===== src/rtl/serial_paralelo_param.sv =====
// serial_paralelo_param: bit-clock serial-to-parallel receiver that hunts for COMMA, locks the word boundary
// to it and delivers WIDTH-bit words. Optional macro SERPAR_RELOCK_EN adds off-phase comma re-search.
module serial_paralelo_param #(
  parameter int               WIDTH        = 8,
  parameter logic [WIDTH-1:0] COMMA        = 8'hBC,
  parameter int               LOCK_COUNT   = 4,
  parameter int               RELOCK_COUNT = 3
) (
  input  logic             clk_32f,
  input  logic             reset,
  input  logic             data_in,
  output logic [WIDTH-1:0] data_out,
  output logic             valid_out,
  output logic             active,
  output logic             aligned,
  output logic             word_strobe
);

  localparam int               CNT_W  = $clog2(WIDTH);
  localparam logic [CNT_W-1:0] LAST   = CNT_W'(WIDTH - 1);
  localparam logic [3:0]       LOCK_C = 4'(LOCK_COUNT);

  if (WIDTH < 4 || WIDTH > 16 || LOCK_COUNT < 1 || LOCK_COUNT > 15 ||
      RELOCK_COUNT < 1 || RELOCK_COUNT > 15) begin : g_bad_params
    $error("serial_paralelo_param: parameter out of range");
  end

  typedef enum logic [1:0] {
    S_SEARCH  = 2'd0,
    S_ALIGNED = 2'd1,
    S_ACTIVE  = 2'd2
  } state_t;

  state_t           r_state;
  logic [WIDTH-1:0] r_shreg;
  logic [WIDTH-1:0] r_data;
  logic [CNT_W-1:0] r_bit_cnt;
  logic [3:0]       r_comma_cnt;
  logic             r_valid;
  logic             r_active;
  logic             r_aligned;
  logic             r_strobe;

  logic [WIDTH-1:0] w_shreg_next;
  logic             w_is_comma;
  logic             w_boundary;
  logic [CNT_W-1:0] w_bit_cnt_inc;
  logic [3:0]       w_comma_inc;

  assign w_shreg_next  = {r_shreg[WIDTH-2:0], data_in};
  assign w_is_comma    = (w_shreg_next == COMMA);
  assign w_boundary    = (r_bit_cnt == LAST);
  assign w_bit_cnt_inc = w_boundary ? '0 : r_bit_cnt + CNT_W'(1);
  assign w_comma_inc   = (r_comma_cnt == 4'hF) ? r_comma_cnt : r_comma_cnt + 4'd1;

`ifdef SERPAR_RELOCK_EN
  localparam logic [3:0] RELOCK_C = 4'(RELOCK_COUNT);

  logic             r_off_seen;
  logic [CNT_W-1:0] r_off_phase;
  logic [CNT_W-1:0] r_prev_phase;
  logic [3:0]       r_relock_cnt;
  logic [3:0]       w_relock_next;
  logic             w_relock;

  // A window only extends the run if its off-phase comma sits where the previous window's did.
  always_comb begin
    w_relock_next = 4'd0;
    if (!w_is_comma && r_off_seen &&
        (r_relock_cnt == 4'd0 || r_off_phase == r_prev_phase)) begin
      w_relock_next = (r_relock_cnt == 4'hF) ? r_relock_cnt : r_relock_cnt + 4'd1;
    end
  end

  assign w_relock = (r_state == S_ACTIVE) && w_boundary && (w_relock_next >= RELOCK_C);
`endif

  always_ff @(posedge clk_32f or posedge reset) begin
    if (reset) begin
      r_state     <= S_SEARCH;
      r_shreg     <= '0;
      r_data      <= '0;
      r_bit_cnt   <= '0;
      r_comma_cnt <= 4'd0;
      r_valid     <= 1'b0;
      r_active    <= 1'b0;
      r_aligned   <= 1'b0;
      r_strobe    <= 1'b0;
`ifdef SERPAR_RELOCK_EN
      r_off_seen   <= 1'b0;
      r_off_phase  <= '0;
      r_prev_phase <= '0;
      r_relock_cnt <= 4'd0;
`endif
    end else begin
      r_shreg  <= w_shreg_next;
      r_strobe <= 1'b0;
      case (r_state)
        S_SEARCH: begin
          if (w_is_comma) begin
            r_bit_cnt   <= '0;
            r_comma_cnt <= 4'd1;
            r_aligned   <= 1'b1;
            if (LOCK_COUNT == 1) begin
              r_state  <= S_ACTIVE;
              r_active <= 1'b1;
            end else begin
              r_state <= S_ALIGNED;
            end
          end
        end

        S_ALIGNED: begin
          r_bit_cnt <= w_bit_cnt_inc;
          if (w_boundary) begin
            r_strobe <= 1'b1;
            if (w_is_comma) begin
              r_comma_cnt <= w_comma_inc;
              if (w_comma_inc >= LOCK_C) begin
                r_state  <= S_ACTIVE;
                r_active <= 1'b1;
              end
            end else begin
              // Hunting restarts on the next bit, not on this rejected boundary.
              r_state     <= S_SEARCH;
              r_comma_cnt <= 4'd0;
              r_aligned   <= 1'b0;
            end
          end
        end

        S_ACTIVE: begin
          r_bit_cnt <= w_bit_cnt_inc;
`ifdef SERPAR_RELOCK_EN
          if (!w_boundary && w_is_comma && !r_off_seen) begin
            r_off_seen  <= 1'b1;
            r_off_phase <= r_bit_cnt;
          end
`endif
          if (w_boundary) begin
            r_strobe <= 1'b1;
`ifdef SERPAR_RELOCK_EN
            r_off_seen   <= 1'b0;
            r_prev_phase <= r_off_phase;
            r_relock_cnt <= w_relock_next;
            if (w_relock) begin
              r_state      <= S_SEARCH;
              r_active     <= 1'b0;
              r_aligned    <= 1'b0;
              r_valid      <= 1'b0;
              r_comma_cnt  <= 4'd0;
              r_relock_cnt <= 4'd0;
            end else
`endif
            if (!w_is_comma) begin
              r_data  <= w_shreg_next;
              r_valid <= 1'b1;
            end else begin
              r_valid <= 1'b0;
            end
          end
        end

        default: r_state <= S_SEARCH;
      endcase
    end
  end

  assign data_out    = r_data;
  assign valid_out   = r_valid;
  assign active      = r_active;
  assign aligned     = r_aligned;
  assign word_strobe = r_strobe;

endmodule


===== config.mk =====
export PLATFORM = sky130hd
export DESIGN_NAME = serial_paralelo_param
export DESIGN_NICKNAME = d
export VERILOG_FILES = /design/src/rtl/serial_paralelo_param.sv
export SDC_FILE = /design/constraint.sdc
export NUM_CORES = 1
export LEC_CHECK = 0
export CAP_MARGIN = 20
export CORE_MARGIN = 1.5
export CORE_UTILIZATION = 50
export CTS_CLUSTER_DIAMETER = 120
export DETAILED_ROUTE_END_ITERATION = 6
export PLACE_DENSITY = 0.79
export SETUP_SLACK_MARGIN = 0.3
export SKIP_LAST_GASP = 1
export SYNTH_ARGS = -nofsm -noshare
export SYNTH_HDL_FRONTEND = slang
export SYNTH_SLANG_ARGS = --single-unit

===== constraint.sdc =====
create_clock -name clk_32f -period 2.2 [get_ports clk_32f]
set_input_delay 0.22 -clock clk_32f [delete_from_list [all_inputs] [get_ports clk_32f]]
set_output_delay 0.22 -clock clk_32f [all_outputs]
set_load 0.05 [all_outputs]

# == Word-level counts from Yosys, hierarchy flattened ==
# Cells that the tools add are included.
# word_totals
out_inout_bits,12
reg_bits,28
wordCells,54
# classes
muxes,20
n_addsub,2
n_reduce_logical,11
order_cmp,1
n_eq_ne,9
bitwise_logic,2
# ops
cell,n
$mux 4,4
$reduce_and 4->1,3
$eq 8x8->1 const B,1
$mux 2,4
$pmux 4 s2,1
$mux 1,6
$mux 3,2
$ne 2x2->1 const B,3
$pmux 2 s3,1
$pmux 3 s2,1
$reduce_and 3->1,2
$add 4x1->4 const B,1
$eq 4x4->1 const B,1
$ge 4x3->1 const B,1
$reduce_and 2->1,2
$reduce_bool 2->1,2
$add 3x1->3 const B,1
$eq 3x3->1 const B,1
$ne 3x3->1 const B,1
$eq 2x1->1 const B,1
$eq 2x2->1 const B,1
$logic_not 2->1,1
$not 1->1,2
$pmux 1 s2,1
$reduce_or 2->1,1

# == Depth between registers and ports, before layout ==
# logic_depth
depth_word,7
ltp_mapped,7
mapped_depth_nobuf,6

# == Least setup slack after synthesis ==
# No wires, ideal clock.
# synth_timing
path_kind,reg-to-reg
start,reg r_bit_cnt[0]
end,reg r_comma_cnt[0]
period_less_slack_ns,1.574
t_arrival_ns,1.510
n_path_buf,1
setup_slack_ns,0.626
stages_incl_launch_ff,8
path_cell_list,dfrtp_1 > ha_1 > ha_1 > buf_4 > nand2_1 > or3b_2 > a21oi_1 > a211o_1
# synth_between
elab_chain_cells,3
# synth_lines
element,line_no,text
start: declaration,37,logic [CNT_W-1:0] r_bit_cnt;
start signal: assignment,114,r_bit_cnt <= w_bit_cnt_inc;
start signal: assignment,133,r_bit_cnt <= w_bit_cnt_inc;
$eq 3x3->1,52,assign w_boundary = (r_bit_cnt == LAST);
$ne 2x2->1 (no source line),--,
$reduce_and 3->1 (no source line),--,
end signal: assignment,118,r_comma_cnt <= w_comma_inc;
end: declaration,38,logic [3:0] r_comma_cnt;
# Every way passes these cells.
# A chain may end at the register's enable or synchronous reset.

# == Final worst setup path ==
# layout_timing
start,reg r_state[1]
end,reg r_state[1]
# layout_between
elab_chain_cells,3
elab_cells_between_ends,9
cone_classes,eq/ne (5); mux (1); bitwise (1); reduce/logical (2)
# layout_lines
element,line_no,text
start: declaration,34,state_t r_state;
start signal: assignment,80,r_state <= S_SEARCH;
start signal: assignment,105,r_state <= S_ACTIVE;
start signal: assignment,108,r_state <= S_ALIGNED;
$eq 2x1->1 (tied with other cells),98,case (r_state)
$ne 3x3->1 (no source line) (tied with other cells),--,
$reduce_and 4->1 (no source line),--,
# Parallel ways exist; a longest one is shown, timed or not.

==> run metrics <==
final non-filler cell total=155; Mapped Area=1333 sq um; leak pwr=roughly 0.00068 uW; min-delay worst type=input port to async pin; area leader, netlist=dfrtp_1; clock latency at the later pin of the worst-skew pair=between 300 and 400 ps; clock sink total=28; GRT Overall Usage=19.17%; CP Buf/Inv Count=2; GRT Residual Overflow=0; 1st-iter DRT viols=19; via count=approximately 890; vias in the first global route=approximately 900; internal power=just over 700 uW; share of cells above drive strength 1=a little over a fifth; Mean Syn Cell Area=roughly 12 sq um; first-pass GRT wire length=about 4000 microns; Worst Path Required=approximately 2400 ps; Net count, final=135; Crit path largest cell delay=420 ps; Core Region=~2500 sq um; Sequential Power Share=59.1%; FF+latch count, synth=28; Post-Route WL=roughly 2300 microns; setup TNS=0 ps; Net Sw Power=about 300 uW; floorplan die width=approximately 55 microns; Detail Route Antenna Nets=0; combinational fraction of design power=around 17%; placed cell count=151; Max stage delay cell, worst path=or3_4; top cells by area, synth=dfrtp_1 (53%), mux2_2 (7.6%), ha_1 (5.6%); fin area=between 1500 and 2000 sq um; Clock Tree Buf Depth=2; initial antenna violation count=0; Max FO, Critical Path=9; Crit path max-delay family=simple AND/OR/NAND/NOR gates; VDD IR max=around 540 uV; setup skew after layout=12.68 ps; CP Class=flip-flop to flip-flop; site row count=18; post-synthesis sequential area ratio=between 50% and 60%; setup violators final=0; Diodes inserted=0; CP Launch Type=flip-flop; syn_nets=around 120; clock power share=24.2%; CP Data Arrival Time=between 2000 and 2500 ps; CTS root buf=clkbuf_4; Die H=between 50 and 60 microns; Post-CTS Setup Bufs=0; max_cap viols=0; hold-fix buffers at CTS=0; DR DRC count=0; port bufs=14; Layout Area Growth over Synthesis=15.49%; fmax=0.5576 GHz; final core area utilization=roughly three fifths; Synth cell types=36; RSZ-0062 raised after global routing=false; relative slew slack=between 60% and 70%; Die Area=around 3000 sq um; Final period util=just over 80%; Final Hold Fails=0; Final Max Slew Viols=0; TritonCTS buffer count=3; placed cell areas=about 1500 sq um; CP dominant cell by count=inv_1; WL/cell=14.96 microns; CTS tree=yes; 1st-pass router iterations=4; share of the synthesized area in the top cell type=about 53%; H-tree depth=1; CTS clock-pin slew for the worst setup and hold paths=140 ps; Synthesis Warnings=0; Initial Utilization=a little over half; Crit. End Element=flip-flop; worst path cell trace=inv_1 -> ha_1 -> inv_1 -> or3_4 -> a31o_2 -> o31ai_1; filler cell count=192; cell count after synthesis=between 100 and 150; Avg Vias per Cell=~5.8; largest net degree at the start of global routing=29; dpl hpwl=~1700 microns; Ports=15; status=completed; Net Sw Frac=roughly 29%; PD cells=659.8 nW/um^2; crit path time final=approximately 1800 ps; Worst-Margin Slew=~510 ps; Placer Congestion=approximately 0.8; post-CTS sizing=0
==> metal layers <==
| metal | track usage (%) | up-vias | share of wire, % |
|---|---|---|---|
| li1 | - | 427 | - |
| met1 | 25.27 | 448 | 47 |
| met2 | 30.56 | 13 | 49 |
| met3 | 3.552 | 4 | 2.3 |
| met4 | 8.750 | 0 | 1.7 |
| met5 | 0 | - | 0 |
==> kinds of logic (layout without fill, tap and decap cells) <==
kind of cell    Yosys count  in the layout  share of synthesized area [%]
compound gates           27             27                          15.40
fa+ha+maj                 6              6                          5.634
buf+inv                   8             24                          2.723
flops                    28             28                          52.58
mux                      10             10                          8.357
simple gates             30             30                          15.30
==> final timing paths <==
path | endpoint | from | slack, ps | cells past startpoint
setup / recovery | r_state[1] | r_state[1] | 410 | 6
hold / removal | r_bit_cnt[2] | reset | 230 | 3
setup reg to reg | r_state[1] | r_state[1] | 410 | 6
hold reg to reg | r_shreg[1] | r_shreg[0] | 400 | 0
max in group asynchronous | data_out[4] | reset | 1700 | 3
min in group clk_32f | r_shreg[0] | data_in | 390 | 1
==> power by group through the flow <==
stage	clock network, uW	registers [uW]	logic [uW]
after global routing	272	608	187
after detailed placement	0	610	169
after CTS	255	600	169
after floorplan	0	592	141
final	245	600	170
after global placement	0	607	164
==> state kept, by name (all words and copies together) (netlist names) <==
register / cells
data_out: 8
r_shreg: 7
r_comma_cnt: 4
r_bit_cnt: 3
r_state: 2
active: 1
aligned: 1
valid_out: 1
word_strobe: 1
==> area by class of cell <==
| type | count | area, sq um | area share (%) |
|---|---|---|---|
| Sequential cell | 28 | 700.7 | 45.53 |
| Multi-Input combinational cell | 73 | 598.1 | 38.86 |
| Timing Repair Buffer | 15 | 147.6 | 9.593 |
| Tap cell | 30 | 37.54 | 2.439 |
| Clock buffer | 4 | 36.28 | 2.358 |
| Inverter | 5 | 18.77 | 1.220 |
==> cell usage in the layout, fill, tap and decap left out, drive strengths merged, types with 3 or more instances in the layout <==
cell	instances
a22o	4
ha	6
clkbuf	4
nand3	3
inv	5
dfrtp	28
nand2	6
a21oi	4
a21o	4
o21ai	5
nand2b	3
or2	3
mux2	9
clkdlybuf4s50	14
nor2	6
and2	3
==> tightest hold or removal path: stages <==
cell and delay, ps:
clkdlybuf4s50_1 400, inv_1 50, buf_4 320
==> synth_stat cells <==
cell type / count
dfrtp_1: 28
mux2_2: 9
ha_1: 6
nand2_1: 6
inv_1: 5
a21o_1: 4
a21oi_1: 4
a22o_1: 4
nor2_1: 4
o21ai_0: 4
and2_1: 3
nand2b_1: 3
nand3_1: 3
buf_2: 2
nor2b_1: 2
or2_2: 2
a211o_1: 1
a21boi_0: 1
a31o_2: 1
a41o_1: 1
buf_4: 1
mux2i_1: 1
nand4b_2: 1
nand4bb_4: 1
nor2_2: 1
nor2_4: 1
o2111ai_1: 1
o21ai_2: 1
o22ai_1: 1
o311ai_1: 1
o31ai_1: 1
o32ai_1: 1
o41ai_2: 1
or2_4: 1
or3_4: 1
or3b_2: 1
==> stage by stage <==
stage               hold WS, ps  total power [uW]  setup WS [ps]
finish                    230.6              1015          406.7
global route              265.7              1066          315.4
CTS                       244.5              1024          333.7
detailed placement        392.6             779.1          365.1
global placement          381.3             771.0          427.5
floorplan                 251.4             733.5          625.9
Power figures use the tool's default switching activity.
